**src/rtl/vslc_scan_sequencer.sv**
```systemverilog
// vslc_scan_sequencer
// Instruction-feed stage in front of the VSLC executor. A byte-wide program
// memory is loaded serially, then executed as a cyclic scan:
//   SNAP (one bubble cycle: capture inputs) followed by prog_len EXEC cycles
//   (one instruction per cycle). The input snapshot stays constant for the
//   whole scan, so executor edge detection is scan-coherent.
//
// Optional build macro: VSLC_SCAN_STEP_EN adds a 'step' input. When defined,
// EXEC issues only on cycles with step=1; SNAP still advances without it.
//
// Ports:
//   clk, rst           clock, synchronous active-high reset
//   load_start         pulse, start a program load (IDLE only)
//   load_valid/byte    program byte offer
//   load_ready         sequencer can store a byte this cycle
//   load_done          pulse, end of load (latches prog_len)
//   load_ovf           sticky, a byte was offered while memory was full
//   run_en             level, keep scanning
//   ui_in_raw          live external inputs
//   instr/instr_ready  instruction to executor (instr=0 when not ready)
//   ui_in/ui_in_prev   current / previous scan input snapshot
//   scan_done          pulse with the last instruction of a scan
//   prog_len           number of loaded bytes
//   pc                 address of the next instruction to fetch
//   state_dbg          current FSM state (IDLE=0, LOAD=1, SNAP=2, EXEC=3)
//   step               (VSLC_SCAN_STEP_EN only) issue enable for EXEC
//
// Load handshake: a byte is stored on a clock edge where the FSM is in LOAD,
// load_valid=1 and load_ready=1. load_ready is registered and falls on the
// edge that stores the final free slot. Offers while not ready are dropped
// and flag load_ovf.
module vslc_scan_sequencer #(
  parameter int PROG_DEPTH = 32,
  parameter int ADDR_W     = 5
) (
  input  logic              clk,
  input  logic              rst,
  input  logic              load_start,
  input  logic              load_valid,
  input  logic [7:0]        load_byte,
  output logic              load_ready,
  input  logic              load_done,
  output logic              load_ovf,
  input  logic              run_en,
  input  logic [7:0]        ui_in_raw,
  output logic [7:0]        instr,
  output logic              instr_ready,
  output logic [7:0]        ui_in,
  output logic [7:0]        ui_in_prev,
  output logic              scan_done,
  output logic [ADDR_W:0]   prog_len,
  output logic [ADDR_W-1:0] pc,
  output logic [1:0]        state_dbg
`ifdef VSLC_SCAN_STEP_EN
  ,
  input  logic              step
`endif
);

  typedef enum logic [1:0] {
    IDLE = 2'd0,
    LOAD = 2'd1,
    SNAP = 2'd2,
    EXEC = 2'd3
  } state_t;

  localparam logic [ADDR_W:0]   WADDR_ONE = 1;
  localparam logic [ADDR_W-1:0] PC_ONE    = 1;

  state_t            state;
  logic [7:0]        mem [PROG_DEPTH];
  logic [ADDR_W:0]   waddr;
  logic [ADDR_W:0]   waddr_inc;
  logic              mem_full;
  logic              mem_we;
  logic              last_instr;
  logic              issue;

  // waddr never exceeds PROG_DEPTH (a power of two), so its top bit is "full".
  assign mem_full   = waddr[ADDR_W];
  assign waddr_inc  = waddr + WADDR_ONE;
  assign mem_we     = !rst && (state == LOAD) && load_valid && !mem_full;
  // Only evaluated in EXEC, where prog_len is at least 1.
  assign last_instr = ({1'b0, pc} == (prog_len - WADDR_ONE));
  assign state_dbg  = state;

`ifdef VSLC_SCAN_STEP_EN
  assign issue = step;
`else
  assign issue = 1'b1;
`endif

  // Program memory is deliberately not reset; prog_len=0 makes it inert.
  always_ff @(posedge clk) begin
    if (mem_we) begin
      mem[waddr[ADDR_W-1:0]] <= load_byte;
    end
  end

  always_ff @(posedge clk) begin
    if (rst) begin
      state       <= IDLE;
      waddr       <= '0;
      prog_len    <= '0;
      pc          <= '0;
      instr       <= 8'h00;
      instr_ready <= 1'b0;
      ui_in       <= 8'h00;
      ui_in_prev  <= 8'h00;
      scan_done   <= 1'b0;
      load_ready  <= 1'b0;
      load_ovf    <= 1'b0;
    end else begin
      // Issue outputs are single-cycle unless EXEC re-asserts them.
      instr       <= 8'h00;
      instr_ready <= 1'b0;
      scan_done   <= 1'b0;
      case (state)
        IDLE: begin
          if (load_start) begin
            state      <= LOAD;
            waddr      <= '0;
            load_ovf   <= 1'b0;
            load_ready <= 1'b1;
          end else if (run_en && (prog_len != '0)) begin
            state <= SNAP;
          end
        end
        LOAD: begin
          if (mem_we) begin
            waddr <= waddr_inc;
          end
          if (load_valid && mem_full) begin
            load_ovf <= 1'b1;
          end
          if (load_done) begin
            // A byte stored on the same edge as load_done is counted.
            prog_len   <= mem_we ? waddr_inc : waddr;
            load_ready <= 1'b0;
            state      <= IDLE;
          end else begin
            load_ready <= mem_we ? !waddr_inc[ADDR_W] : !mem_full;
          end
        end
        SNAP: begin
          ui_in_prev <= ui_in;
          ui_in      <= ui_in_raw;
          pc         <= '0;
          state      <= EXEC;
        end
        EXEC: begin
          if (issue) begin
            instr       <= mem[pc];
            instr_ready <= 1'b1;
            pc          <= pc + PC_ONE;
            if (last_instr) begin
              // run_en is only sampled here, so scans always complete.
              scan_done <= 1'b1;
              state     <= run_en ? SNAP : IDLE;
            end
          end
        end
        default: state <= IDLE;
      endcase
    end
  end

endmodule
```
**config.mk**
```make
export PLATFORM = sky130hd
export DESIGN_NAME = vslc_scan_sequencer
export DESIGN_NICKNAME = d
export VERILOG_FILES = /design/src/rtl/vslc_scan_sequencer.sv
export SDC_FILE = /design/constraint.sdc
export NUM_CORES = 1
export LEC_CHECK = 0
export CAP_MARGIN = 0
export CORE_MARGIN = 4
export CORE_UTILIZATION = 50
export CTS_BUF_LIST = sky130_fd_sc_hd__clkbuf_8
export DETAILED_ROUTE_END_ITERATION = 6
export PLACE_DENSITY = 0.82
export SLEW_MARGIN = 25
export SYNTH_ARGS = -nofsm -noshare
export SYNTH_HDL_FRONTEND = slang
export SYNTH_SLANG_ARGS = --single-unit
export TNS_END_PERCENT = 1
```
**constraint.sdc**
```tcl
create_clock -name clk -period 2.18 [get_ports clk]
set_input_delay 0.436 -clock clk [delete_from_list [all_inputs] [get_ports clk]]
set_output_delay 0.436 -clock clk [all_outputs]
set_load 0.01 [all_outputs]
```
* After elaboration in Yosys (flattened, before gate mapping)
Memories as Yosys holds them, arrays and structs flattened. A register that Yosys moved wholly into a read port is not among the register bits.
Cells that the tools add are included.
** Word-level totals
- RAM bits :: 256
- Input bits :: 22
- Memories :: 1
- Output and inout port bits :: 41
- Logic and storage cells :: 62
- Register bits after elaboration :: 39
** Operators by class
- Reductions and logical operators :: 17
- Bitwise logic cells :: 1
- Multiplexer cells :: 21
- $add $sub $neg :: 3
- Eq/ne operators :: 9
** Memory list
- mem :: depth 32, bits a word 8, rd ports 1, clocked after Yosys merged registers in 1, write ports 1, RTL line 71 : logic [7:0] mem [PROG_DEPTH];
** Operators by type and width (count)
- $mux 6 :: 2
- $pmux 6 s2 :: 1
- $mux 2 :: 5
- $pmux 5 s2 :: 1
- $mux 1 :: 9
- $pmux 2 s4 :: 1
- $add 6x1->6 const B :: 1
- $eq 5x6->1 :: 1
- $ne 2x2->1 const B :: 3
- $reduce_and 3->1 :: 2
- $reduce_bool 6->1 :: 1
- $sub 6x1->6 const B :: 1
- $add 5x1->5 const B :: 1
- $logic_and 1x1->1 :: 5
- $eq 2x2->1 const B :: 2
- $pmux 1 s2 :: 2
- $reduce_and 2->1 :: 2
- $reduce_bool 2->1 :: 2
- $logic_not 1->1 :: 3
- $ne 3x3->1 const B :: 1
- $eq 2x1->1 const B :: 1
- $logic_not 2->1 :: 1
- $ne 2x1->1 const B :: 1
- $reduce_or 2->1 :: 1
- $not 1->1 :: 1

* Longest topological paths before layout
Gate-level depths: netlist of the first run.
- Depth in word-level cells :: 7
- Depth in mapped cells :: 9
- Depth with buffers taken out :: 7

* Worst setup path after synthesis of the first run
No wires, ideal clock.
- Path type :: reg-to-reg
- Start point :: register state[1], in the netlist state_dbg[1]
- End point :: memory mem[23][0] (enable)
- Required time :: 1.795 ns
- Data arrival time :: 1.882 ns
- Library setup time :: 0.385 ns
- Path buffers :: 1
- Cell stages (with the launch flop) :: 6
- Period minus slack after synthesis :: 2.267 ns
- Path slack :: -0.087 ns
- Path through :: dfxtp_1 -> clkbuf_1 -> nand4bb_4 -> nor2_2 -> nand3_1 -> nor3b_1
** Between the ends
- Cells in the longest elaborated chain, start to end :: 6
** Ends and longest elaborated chain
- from (decl) :: RTL line 70 : state_t state;
- from (signal assigned) :: RTL line 159 : state <= run_en ? SNAP : IDLE;
- $eq 2x1->1 :: RTL line 82 : assign mem_we = !rst && (state == LOAD) && load_valid && !mem_full;
- $logic_and 1x1->1 (3 in a row) :: RTL line 82
- $mux 1 :: RTL line 95 : if (mem_we) begin
- $mux 1 (not written as such) :: RTL line 96 : mem[waddr[ADDR_W-1:0]] <= load_byte;
- to (decl) :: RTL line 71
No other way between the ends.

==> results of run 1 <==
flip-flops by register name, indices dropped and copies added, names as in the netlist:
name         cells
instr            8
instr_ready      1
load_ovf         1
load_ready       1
mem            256
pc               5
prog_len         6
scan_done        1
state_dbg        2
ui_in            8
ui_in_prev       8
waddr            6
layer usage:
layer	global-route usage	wire (um)	up-vias
met5	0	0	-
met4	0.0728	854	0
met3	0.0396	1970	61
met2	0.322	12800	317
met1	0.261	10000	3340
li1	-	-	3047
report_power, final:
group | switching (mW) | leakage, nW | internal [mW] | total [mW]
Sequential | 0.0212 | 2.68 | 6.29 | 6.31
Clock | 2.04 | 0.461 | 2.32 | 4.35
Combinational | 0.216 | 1.48 | 0.146 | 0.362
Total | 2.27 | 4.62 | 8.76 | 11.0
synth_stat cells (4+ instances only):
master and n:
sky130_fd_sc_hd__edfxtp_1 256, sky130_fd_sc_hd__o21ai_0 9, sky130_fd_sc_hd__o21ai_1 8, sky130_fd_sc_hd__ha_1 7
sky130_fd_sc_hd__mux2_2 17, sky130_fd_sc_hd__dfxtp_1 47, sky130_fd_sc_hd__o22ai_1 8, sky130_fd_sc_hd__mux4_2 45
sky130_fd_sc_hd__buf_1 6, sky130_fd_sc_hd__mux2i_1 27, sky130_fd_sc_hd__buf_2 6, sky130_fd_sc_hd__nor2b_1 4
sky130_fd_sc_hd__nand2_1 49, sky130_fd_sc_hd__buf_4 4, sky130_fd_sc_hd__clkbuf_1 20, sky130_fd_sc_hd__a221oi_1 8
sky130_fd_sc_hd__nor3_1 16, sky130_fd_sc_hd__mux4_1 11, sky130_fd_sc_hd__a21oi_1 23, sky130_fd_sc_hd__xor2_1 5
sky130_fd_sc_hd__nand3_1 12, sky130_fd_sc_hd__nand2b_1 6, sky130_fd_sc_hd__xnor2_1 7, sky130_fd_sc_hd__nor2_1 56
sky130_fd_sc_hd__inv_1 7
kinds of logic after synthesis:
group / after synthesis
flip-flops: 303
AO/OA/AOI/OAI: 71
AND/OR/NAND/NOR: 163
adder cells (fa/ha/maj): 7
multiplexers: 100
buffers and inverters: 47
XOR/XNOR: 12
worst max-delay path by stage:
stage / from / endpoint / cells past startpoint
3_3_place_gp: rst / mem[23][6]$_DFFE_PP_ / 6
2_1_floorplan: state_dbg[1]$_SDFFE_PP0P_ / mem[23][0]$_DFFE_PP_ / 5
3_5_place_dp: rst / mem[23][4]$_DFFE_PP_ / 6
4_1_cts: pc[1]$_SDFFE_PP0P_ / instr[2]$_SDFF_PP0_ / 7
5_1_grt: pc[1]$_SDFFE_PP0P_ / instr[6]$_SDFF_PP0_ / 5
6_report: pc[1]$_SDFFE_PP0P_ / instr[6]$_SDFF_PP0_ / 5
per-stage QoR:
| stage | instances | utilization | setup WS, ns |
|---|---|---|---|
| after CTS | 1195 | 0.608 | 0.000849 |
| after detailed placement | 1118 | 0.571 | -0.173 |
| after global placement | 1118 | 0.571 | -0.151 |
| after global routing | 1195 | 0.609 | 0.00157 |
| final | 1195 | 0.609 | 0.0523 |
| after floorplan | 703 | - | -0.0874 |
timing repair:
| item | CTS | global route |
|---|---|---|
| setup endpoints to repair | 5 | 8 |
| pin swaps | 0 | 0 |
| gates resized for setup | 7 | 10 |
| buffers inserted | 1 | 0 |
area by class of cell:
cell class                 instances  area [um2]
inverter                           7        26.3
multi-input combinational        353        3170
clock buffer                      46         633
tap                              319         399
clock inverter                    30         209
sequential                       303        8640
fill                            1631        9210
timing repair buffer             137        1250
worst register-to-register path, stage by stage (launching register included):
cell	delay (ns)
sky130_fd_sc_hd__dfxtp_4	0.45
sky130_fd_sc_hd__buf_12	0.22
sky130_fd_sc_hd__mux4_1	0.61
sky130_fd_sc_hd__mux4_2	0.51
sky130_fd_sc_hd__o21ai_2	0.16
sky130_fd_sc_hd__nor2_1	0.07
==> results.md, run 1 <==
Yosys:
- The number of enable-type register cells in the synthesized netlist is 256.
- The area fraction in compound gates after synthesis is 0.0366.
- The mean post-synth cell area is 17.1 um2.
- The most instantiated flip-flop cell in the synthesis netlist is sky130_fd_sc_hd__edfxtp_1.
- After synthesis, the largest family of logic cells by area is multiplexers.
- The share of cell area taken by muxes after synthesis is 0.147.
- The number of different library cells used by synthesis comes to 46.
- The synthesized-area fraction occupied by adder cells is 0.00729.
- During synthesis, Yosys emitted a total of 0 warnings.
- Yosys attributes the largest share of cell area to sky130_fd_sc_hd__edfxtp_1 (64%), sky130_fd_sc_hd__mux4_2 (8.4%), sky130_fd_sc_hd__dfxtp_1 (7.8%), sky130_fd_sc_hd__mux4_1 (2.4%), sky130_fd_sc_hd__mux2i_1 (2.2%).
- Synthesis produced 703 cells.
- The simple-gate share of the synthesized area is 0.0628.
- sky130_fd_sc_hd__edfxtp_1 takes more of the synthesized area than any other cell.
- Synthesis inferred 303 register bits.
- The post-synthesis sequential area ratio is 0.718.
- Of the total synthesized cell area, the portion taken by XOR and XNOR cells is 0.00875.
- The cell area after synthesis is 12,000 um2.
- The area share of the largest cell type after synthesis is 0.640.
- After synthesis, the share of flip-flops with an asynchronous set or reset is 0.
- The total nets after synthesis is 732.

Run status:
- The run finished with clean final reports.

Clock tree:
- The clock tree root driver cell is sky130_fd_sc_hd__clkbuf_8.
- The number of clock sinks seen by CTS is 303.
- Counting the buffers created by CTS gives 44.
- TritonCTS built the clock tree.
- At the later pin of the worst-skew pair, clock insertion delay measures 0.55 ns.
- Clock-pin slew was measured on the worst setup and hold paths at 0.07 ns.
- The longest clock path from root to sink contains 3 buffers.
- The H-tree was split into 2 levels.
- After clock tree synthesis, the flow added hold-fix buffers numbering 0.

Global route:
- The number of antenna violations at the first check in global routing is 0.
- The leftover overflow at the end of global routing is 0.
- The aggregate global-route resource usage is 0.195.
- The first-pass GRT wire length is 39,500 um.
- The via count of the first global-routing pass is 6,948.
- The pin count of the biggest net entering global routing is 39.

Floorplanning:
- The number of I/O pins is 63.
- The initialized floorplan defines 56 standard-cell rows.
- The starting density of the core is 0.510.
- The total core area is 23,500 um2.
- The overall die area is 26,600 um2.
- The floorplan step set the die height to 163 um.
- The chip width is 163 um.

Routing:
- The detailed router finished its first iteration with 613 violations.
- The number of antenna-violating nets in the routed design is 0.
- After detailed routing, the number of remaining DRC violations is 0.
- The overall routed net length is 25,600 um.
- After detailed routing, the number of vias per cell comes to 5.66.
- The average routed wire per standard cell is 21.4 um.
- The count of vias placed by the detailed router is 6,765.
- The number of detailed-routing iterations run before antenna repair is 5.

Hold path:
- The worst min-delay path category is input pin to register.
- The sink of the worst hold path is ui_in[1]$_SDFFE_PP0P_.
- In this run the most critical hold path is launched from ui_in_raw[1].
- Along the worst hold path, the cell count comes to 3.

STA:
- In the finished design, the share of the clock period the worst path needs comes to 0.976.
- The total setup violations reported at the end of the flow is 0.
- The final number of hold-violating endpoints is 0.
- The worst hold slack is 0.442 ns.
- Setup repair after global routing left no endpoint under its margin.
- The post-route clock skew is 0.0226 ns.
- The maximum clock frequency is 0.470 GHz.
- The aggregate negative setup slack is 0 ns.
- For the pin with the worst max-slew slack, the measured transition is 0.622 ns.
- Measured against its own limit, the worst slew margin works out to 0.585.
- The worst path needs 2.13 ns of the cycle, external delays included.
- The final max-slew violation count is 0.

Setup path:
- The critical path is of the register to register type.
- Broken down by cell family, the worst path's largest delay share belongs to multiplexers.
- For this run, the slowest stage of the critical path takes 0.60 ns.
- The worst register-to-register path has a setup slack of 0.05 ns.
- The critical path launch point type is a register.
- The endpoint of the worst register-to-register path is instr[6]$_SDFF_PP0_.
- STA classifies the critical path endpoint as a register.
- Together, buffers and inverters on the worst path number 1.
- The endpoint required time on the critical path is 2.62 ns.
- The critical path goes through buf_12 -> mux4_1 -> mux4_2 -> o21ai_2 -> nor2_1.
- The count of cells along the worst register-to-register path is 5.
- In this run the critical register-to-register path is launched from pc[1]$_SDFFE_PP0P_.
- Along the worst path, the maximum fanout reaches 18.
- The data arrival time of the critical path is 2.57 ns.
- The worst-path cell with the longest stage delay is sky130_fd_sc_hd__mux4_1.

Power:
- The standby leakage power is 4.62 nW.
- Dividing total power by cell area gives a power density of 770 nW/um2.
- The total power after layout is 11.0 mW.
- The maximum resistive drop on vdd is 0.374 mV.

Final layout:
- The most common cell after layout, fill and taps aside is sky130_fd_sc_hd__edfxtp_1.
- The layout overhead on the synthesized area is 19.2%.
- The finished layout cell area is 14,300 um2.
- The diode insertion count for antenna repair is 0.
- The count of nets after finishing is 875.
- In the final layout, the share of cells above drive strength 1 is 0.248.
- In the layout the commonest cells are sky130_fd_sc_hd__edfxtp_1 (256), sky130_fd_sc_hd__buf_4 (68), sky130_fd_sc_hd__clkdlybuf4s50_1 (59).

Placed design:
- The count of buffers added on input and output ports is 62.
- The final weighted congestion of routability-driven global placement is 0.820.
- Once placement finished, the instance area stood at 13,400 um2.
- The HPWL after detailed placement is 16,900 um.

Job:
- Max-cap violations in this run came to 0.
No activity file was read; power rests on OpenSTA's default activity.
==> inputs of run 2 (changes only) <==
--- a/config.mk
+++ b/config.mk
@@ -9,9 +9,10 @@
 export CORE_MARGIN = 4
 export CORE_UTILIZATION = 50
 export CTS_BUF_LIST = sky130_fd_sc_hd__clkbuf_8
+export CTS_CLUSTER_SIZE = 24
 export DETAILED_ROUTE_END_ITERATION = 6
 export PLACE_DENSITY = 0.82
-export SLEW_MARGIN = 25
+export SLEW_MARGIN = 20
 export SYNTH_ARGS = -nofsm -noshare
 export SYNTH_HDL_FRONTEND = slang
 export SYNTH_SLANG_ARGS = --single-unit
==> results.md, run 2 (synthesis gave the netlist of run 1 again) <==
Setup path:
- The endpoint required time on the critical path was 2.62 ns (about the same).
- The critical path is of the register to register type.
- On the critical path the largest part of the delay comes from multiplexers.
- The largest fanout on the critical path is 18 (unchanged).
- STA classifies the critical path startpoint as a register.
- STA classifies the critical path endpoint as a register.
- The number of buffer and inverter instances along the worst setup path was 1 (unchanged).
- The worst-path cell with the longest stage delay is sky130_fd_sc_hd__mux4_1.
- The critical path's largest stage delay was 0.60 ns (about the same).
- Traced cell by cell, the critical path runs through buf_12 -> mux4_1 -> mux4_2 -> o21ai_2 -> nor2_1.
- The data arrival time of the critical path is 2.57 ns (about the same).

Power:
- The share of total power in combinational logic was 0.033 (about the same).
- The power per standard cell area was 770 nW/um2 (about the same).
- The standby leakage power is 4.62 nW (unchanged).
- The proportion of power drawn by the clock network is 0.395 (about the same).
- The maximum resistive drop on vdd is 0.375 mV (+0.10%).
- The switching power share of the total is 0.206 (about the same).
- The net switching power is 2.27 mW (about the same).
- The cell-internal power is 8.76 mW (about the same).
- The sequential share of power is 0.573 (about the same).

STA:
- The post-route clock skew is 0.0211 ns (-0.00154 ns).
- The relative slew slack came to 0.582 (-0.00287).
- The slack of the critical path was 0.0515 ns (-0.000781 ns).
- The final number of hold-violating endpoints is 0 (unchanged).
- The portion of the clock cycle consumed by the worst path in the final layout is 0.976 (about the same).
- The maximum clock frequency came to 0.470 GHz (about the same).
- The transition time at the pin with the least slew margin was 0.627 ns (+0.00430 ns).
- The total setup violations reported at the end of the flow is 0 (unchanged).
- Setup repair after global routing left no endpoint under its margin.
- The final max-slew violation count is 0 (unchanged).
- The minimum period implied by the final worst setup slack is 2.13 ns (+0.000781 ns).

Final layout:
- The fraction of layout cells with a size suffix above 1 is 0.248 (unchanged).
- The most common cell after layout, fill and taps aside is sky130_fd_sc_hd__edfxtp_1.
- The layout overhead on the synthesized area is 19.2% (unchanged).
- The final core area utilization is 0.609 (unchanged).
- The diode insertion count for antenna repair came to 0 (unchanged).
- The count of nets after finishing is 875 (unchanged).
- The post-route non-filler standard cell count is 1,195 (unchanged).
- The library cells used most frequently in the layout, excluding fill and tap cells, are sky130_fd_sc_hd__edfxtp_1 (256), sky130_fd_sc_hd__buf_4 (68), sky130_fd_sc_hd__clkdlybuf4s50_1 (59).
- The number of flip-flops under the largest register name was 256 (unchanged).

Placed design:
- The detailed placer's ending HPWL came to 16,900 um (unchanged).
- The number of buffers added on ports was 62 (unchanged).
- The final weighted congestion of routability-driven global placement is 0.820 (unchanged).
- The worst slack at placement is -0.173 ns (unchanged).
- The post-placement cell count came to 1,118 (unchanged).

Clock tree:
- The clock tree from TritonCTS is done.
- The number of clock sinks seen by CTS is 303 (unchanged).
- The clock insertion delay at the later pin of the skew report is 0.55 ns (about the same).
- The CTS clock-pin slew for the worst setup and hold paths is 0.07 ns (about the same).
- The number of H-tree branching levels is 2 (unchanged).
- The total clock buffers created by CTS is 44 (unchanged).
- The clock tree root driver cell is sky130_fd_sc_hd__clkbuf_8.
- The largest buffer count on any clock path is 3 (unchanged).

Floorplanning:
- The starting density of the core was 0.510 (unchanged).
- The overall die area is 26,600 um2 (unchanged).
- The chip width is 163 um (unchanged).
- The number of I/O pins is 63 (unchanged).
- The die outline height is 163 um (unchanged).
- The number of placement rows is 56 (unchanged).
- The total core area was 23,500 um2 (unchanged).

Routing:
- The average vias per placed instance is 5.64 (-0.46%).
- The initial DRC count is 630 (+2.8%).
- The number of antenna-violating nets in the routed design is 0 (unchanged).
- The overall routed net length is 25,600 um (about the same).
- The average routed wire per standard cell is 21.4 um (about the same).
- The number of design rule violations left after detail routing is 0 (unchanged).
- The count of vias placed by the detailed router is 6,734 (-0.46%).
- The number of detailed-routing iterations run before antenna repair is 5 (unchanged).

Global route:
- The via count of the first global-routing pass is 6,948 (unchanged).
- The pin count of the biggest net entering global routing was 39 (unchanged).
- The number of antenna violations at the first check in global routing is 0 (unchanged).
- The first-pass GRT wire length is 39,500 um (unchanged).
- The aggregate global-route resource usage is 0.195 (unchanged).
- The leftover overflow at the end of global routing is 0 (unchanged).

Job:
- The total of max-cap violations came to 0 (unchanged).

Run status:
- The flow ran to the end, and the final reports show no timing, DRC or antenna violations.

Hold path:
- The worst min-delay path category is input pin to register.
-- run 2: per-stage QoR --
stage          instance area (um2)  hold WS [ns]  power [mW]  TNS (ns)
2_1_floorplan                12000         0.481        6.58     -1.27
3_3_place_gp                 13400         0.443        6.78     -4.06
3_5_place_dp                 13400         0.446        6.79    -12.40
5_1_grt                      14300         0.429        11.4         0
6_report                     14300         0.440        11.0         0
4_1_cts                      14300         0.419        11.1         0
-- run 2: path summary, 6_finish.rpt --
check                                  start                         end  slack, ns  cells after the start
setup / recovery          pc[1]$_SDFFE_PP0P_         instr[6]$_SDFF_PP0_       0.05                      5
hold reg to reg   ui_in_prev[1]$_SDFFE_PP0P_  ui_in_prev[1]$_SDFFE_PP0P_       0.45                      2
hold / removal                  ui_in_raw[1]       ui_in[1]$_SDFFE_PP0P_       0.44                      3
setup reg to reg          pc[1]$_SDFFE_PP0P_         instr[6]$_SDFF_PP0_       0.05                      5
-- run 2: power by group through the flow --
| stage | logic [mW] | clock network [mW] | registers, mW |
|---|---|---|---|
| 6_report | 0.362 | 4.35 | 6.31 |
| 2_1_floorplan | 0.134 | 0 | 6.44 |
| 3_5_place_dp | 0.356 | 0 | 6.44 |
| 5_1_grt | 0.392 | 4.70 | 6.31 |
| 4_1_cts | 0.360 | 4.42 | 6.31 |
| 3_3_place_gp | 0.344 | 0 | 6.44 |
-- run 2: layer usage --
layer  share of wire  global-route usage  up-vias
met5               0                   0        -
met1            0.40               0.261     3353
met4           0.031              0.0728        0
li1                -                   -     3037
met3           0.074              0.0396       56
met2            0.50               0.322      288
-- run 2: worst min-delay path, stage by stage --
cell                              delay (ns)
sky130_fd_sc_hd__clkdlybuf4s50_1        0.39
sky130_fd_sc_hd__nand2_1                0.06
sky130_fd_sc_hd__a21oi_1                0.05
-- run 2: cell type report --
class / count / area (um2)
fillers: 1631 / 9210
flip-flops and latches: 303 / 8640
multi-input cells: 353 / 3170
repair buffers: 137 / 1250
clock buffers: 46 / 633
well taps: 319 / 399
clock inverters: 30 / 209
inverters: 7 / 26.3
-- run 2: timing repair --
action | CTS | global route
pin swaps | 0 | 0
buffers inserted | 1 | 0
endpoints found under the setup margin | 5 | 8
gates resized for setup | 7 | 10
hold buffers | 0 | 0
==> inputs of run 3 (changes only) <==
--- a/config.mk
+++ b/config.mk
@@ -11,7 +11,7 @@
 export CTS_BUF_LIST = sky130_fd_sc_hd__clkbuf_8
 export CTS_CLUSTER_SIZE = 24
 export DETAILED_ROUTE_END_ITERATION = 6
-export PLACE_DENSITY = 0.82
+export PLACE_DENSITY = 0.74
 export SLEW_MARGIN = 20
 export SYNTH_ARGS = -nofsm -noshare
 export SYNTH_HDL_FRONTEND = slang
==> results.md, run 3 (synthesis gave the netlist of run 1 again) <==
Run status:
- The run finished with clean final reports.

Power:
- The power per standard cell area is 752 nW/um2 (-2.3%).
- The maximum resistive drop on vdd is 0.412 mV (+10%).
- The standby leakage power is 4.69 nW (+1.5%).

Placed design:
- The detailed placer's ending HPWL was 17,300 um (+2.7%).
- The final weighted congestion of routability-driven global placement is 0.841 (+2.6%).
- The worst slack at placement is -0.285 ns (-0.113 ns).
- The post-placement cell count is 1,120 (+0.18%).
- The number of buffers added on ports is 62 (unchanged).

Setup path:
- The category of the most critical setup path is register to register.
- The data arrival time of the critical path came to 2.59 ns (+0.02 ns).
- The endpoint required time on the critical path is 2.61 ns (about the same).
- STA classifies the critical path endpoint as a register.
- The register-to-register setup slack is 0.03 ns (-0.02 ns).
- Among all stages on the critical path, the largest delay is contributed by sky130_fd_sc_hd__mux4_1.
- Traced cell by cell, the critical path runs through buf_12 -> mux4_1 -> mux4_2 -> o21ai_2 -> nor2_1.
- The number of buffer and inverter instances along the worst setup path is 1 (unchanged).
- The critical path's largest stage delay is 0.62 ns (+0.02 ns).
- In this design, the largest share of critical-path delay is due to multiplexers.
- The largest fanout on the critical path is 12 (-6).
- The critical path launch point type is a register.

STA:
- The portion of the clock cycle consumed by the worst path in the final layout came to 0.987 (+0.0107).
- The total setup violations reported at the end of the flow is 0 (unchanged).
- The final max-slew violation count was 0 (unchanged).
- The slack of the critical path is 0.0282 ns (-0.0233 ns).
- The minimum period implied by the final worst setup slack was 2.15 ns (+0.0233 ns).
- The maximum clock frequency is 0.465 GHz (-1.1%).
- The transition time at the pin with the least slew margin is 0.602 ns (-0.0248 ns).
- The relative slew slack came to 0.598 (+0.0157).
- Setup repair after global routing could not meet its margin everywhere.
- The worst hold slack is 0.447 ns (+0.00755 ns).
- The post-route clock skew is 0.0225 ns (+0.00140 ns).
- The final number of hold-violating endpoints is 0 (unchanged).

Final layout:
- The final core area utilization is 0.610 (+0.00175).
- The number of filler instances in the final layout is 1,717 (+5.3%).
- The library cell used most frequently in the layout, excluding fill and tap cells, is sky130_fd_sc_hd__edfxtp_1.
- The post-route non-filler standard cell count is 1,209 (+1.2%).
- The diode insertion count for antenna repair is 0 (unchanged).
- The layout overhead on the synthesized area is 19.6%.
- The number of flip-flops under the largest register name is 256 (unchanged).
- The count of nets after finishing is 882 (+0.80%).
- The library cells used most frequently in the layout, excluding fill and tap cells, are sky130_fd_sc_hd__edfxtp_1 (256), sky130_fd_sc_hd__buf_4 (69), sky130_fd_sc_hd__clkdlybuf4s50_1 (60).
- The fraction of layout cells with a size suffix above 1 is 0.235 (-0.0129).

Floorplanning:
- The overall die area was 26,600 um2 (unchanged).
- The number of placement rows is 56 (unchanged).
- The die outline height is 163 um (unchanged).
- The number of I/O pins was 63 (unchanged).
- The starting density of the core is 0.510 (unchanged).
- The total core area is 23,500 um2 (unchanged).
- The chip width is 163 um (unchanged).

Clock tree:
- The CTS clock-pin slew for the worst setup and hold paths is 0.06 ns (about the same).
- The count of hold buffers inserted by post-cts repair is 0 (unchanged).
- Clock tree synthesis selected as its root buffer the cell sky130_fd_sc_hd__clkbuf_8.
- The clock insertion delay at the later pin of the skew report is 0.55 ns (about the same).
- The total clock buffers created by CTS is 48 (+9.1%).
- The number of clock sinks seen by CTS was 303 (unchanged).
- TritonCTS built the clock tree.
- The largest buffer count on any clock path is 3 (unchanged).
- The number of H-tree branching levels is 2 (unchanged).

Hold path:
- The min-delay analysis places its worst path in the category input pin to register.

Global route:
- The number of antenna violations at the first check in global routing is 0 (unchanged).
- The leftover overflow at the end of global routing is 0 (unchanged).
- The first-pass GRT wire length is 40,700 um (+3.0%).
- The aggregate global-route resource usage is 0.202 (+0.00683).
- The met3 capacity usage during global routing is 0.0396 (unchanged).
- The global routing usage on met2 is 0.333 (+0.0109).
- The pin count of the biggest net entering global routing is 39 (unchanged).
- The via count of the first global-routing pass came to 7,073 (+1.8%).
- The highest-utilization routing layer at the global route stage is met2.
- The global-route met1 utilization came to 0.279 (+0.0185).

Routing:
- The average routed wire per standard cell came to 22.0 um (+2.8%).
- The average vias per placed instance is 5.69 (+0.94%).
- The number of antenna-violating nets in the routed design is 0 (unchanged).
- The initial DRC count is 713 (+13%).
- The count of vias placed by the detailed router is 6,877 (+2.1%).
- The number of design rule violations left after detail routing is 0 (unchanged).
- The overall routed net length is 26,600 um (+4.0%).
- The number of detailed-routing iterations run before antenna repair is 5 (unchanged).

Job:
- The total of max-cap violations was 0 (unchanged).
## run 3: final cells by class
class	count	area, um2	area share
clock inverter	38	153	0.0106
sequential	303	8640	0.601
inverter	7	26.3	0.00183
clock buffer	49	674	0.0469
multi-input combinational	353	3170	0.221
tap	319	399	0.0278
timing repair buffer	140	1310	0.0909
## run 3: metal layers
layer  share of wire  up-vias
met5               0        -
met1            0.41     3437
met3           0.076       53
met4           0.022        0
li1                -     3061
met2            0.49      326
## run 3: repair_timing
item / 4_1_cts / 5_1_grt
resized for setup: 3 / 9
gates cloned: 1 / 0
setup buffers: 1 / 0
endpoints found under the setup margin: 3 / 10
endpoints found under the hold margin: 0 / 0
## run 3: tightest hold or removal path: stages
cell and delay (ns):
sky130_fd_sc_hd__clkdlybuf4s50_1 0.40, sky130_fd_sc_hd__nand2_1 0.06, sky130_fd_sc_hd__a21oi_1 0.05
## run 3: final timing paths
check                              from                    endpoint  cells after the start
max                  pc[1]$_SDFFE_PP0P_         instr[6]$_SDFF_PP0_                      5
min                        ui_in_raw[1]       ui_in[1]$_SDFFE_PP0P_                      3
max reg2reg          pc[1]$_SDFFE_PP0P_         instr[6]$_SDFF_PP0_                      5
min reg2reg  ui_in_prev[0]$_SDFFE_PP0P_  ui_in_prev[0]$_SDFFE_PP0P_                      2
## run 3: per-stage QoR
stage / TNS (ns) / total power [mW] / cell area (um2)
after detailed placement: -22.12 / 6.80 / 13500
after global routing: -0.00686 / 11.2 / 14400
after floorplan: -1.27 / 6.58 / 12000
final: 0 / 10.8 / 14400
after global placement: -8.46 / 6.78 / 13500
after CTS: 0 / 10.9 / 14300
## run 3: power breakdown
part           leakage [nW]  switching (mW)  internal (mW)
clock network         0.504            2.04           2.08
registers              2.68          0.0222           6.30
logic                  1.51           0.221          0.147
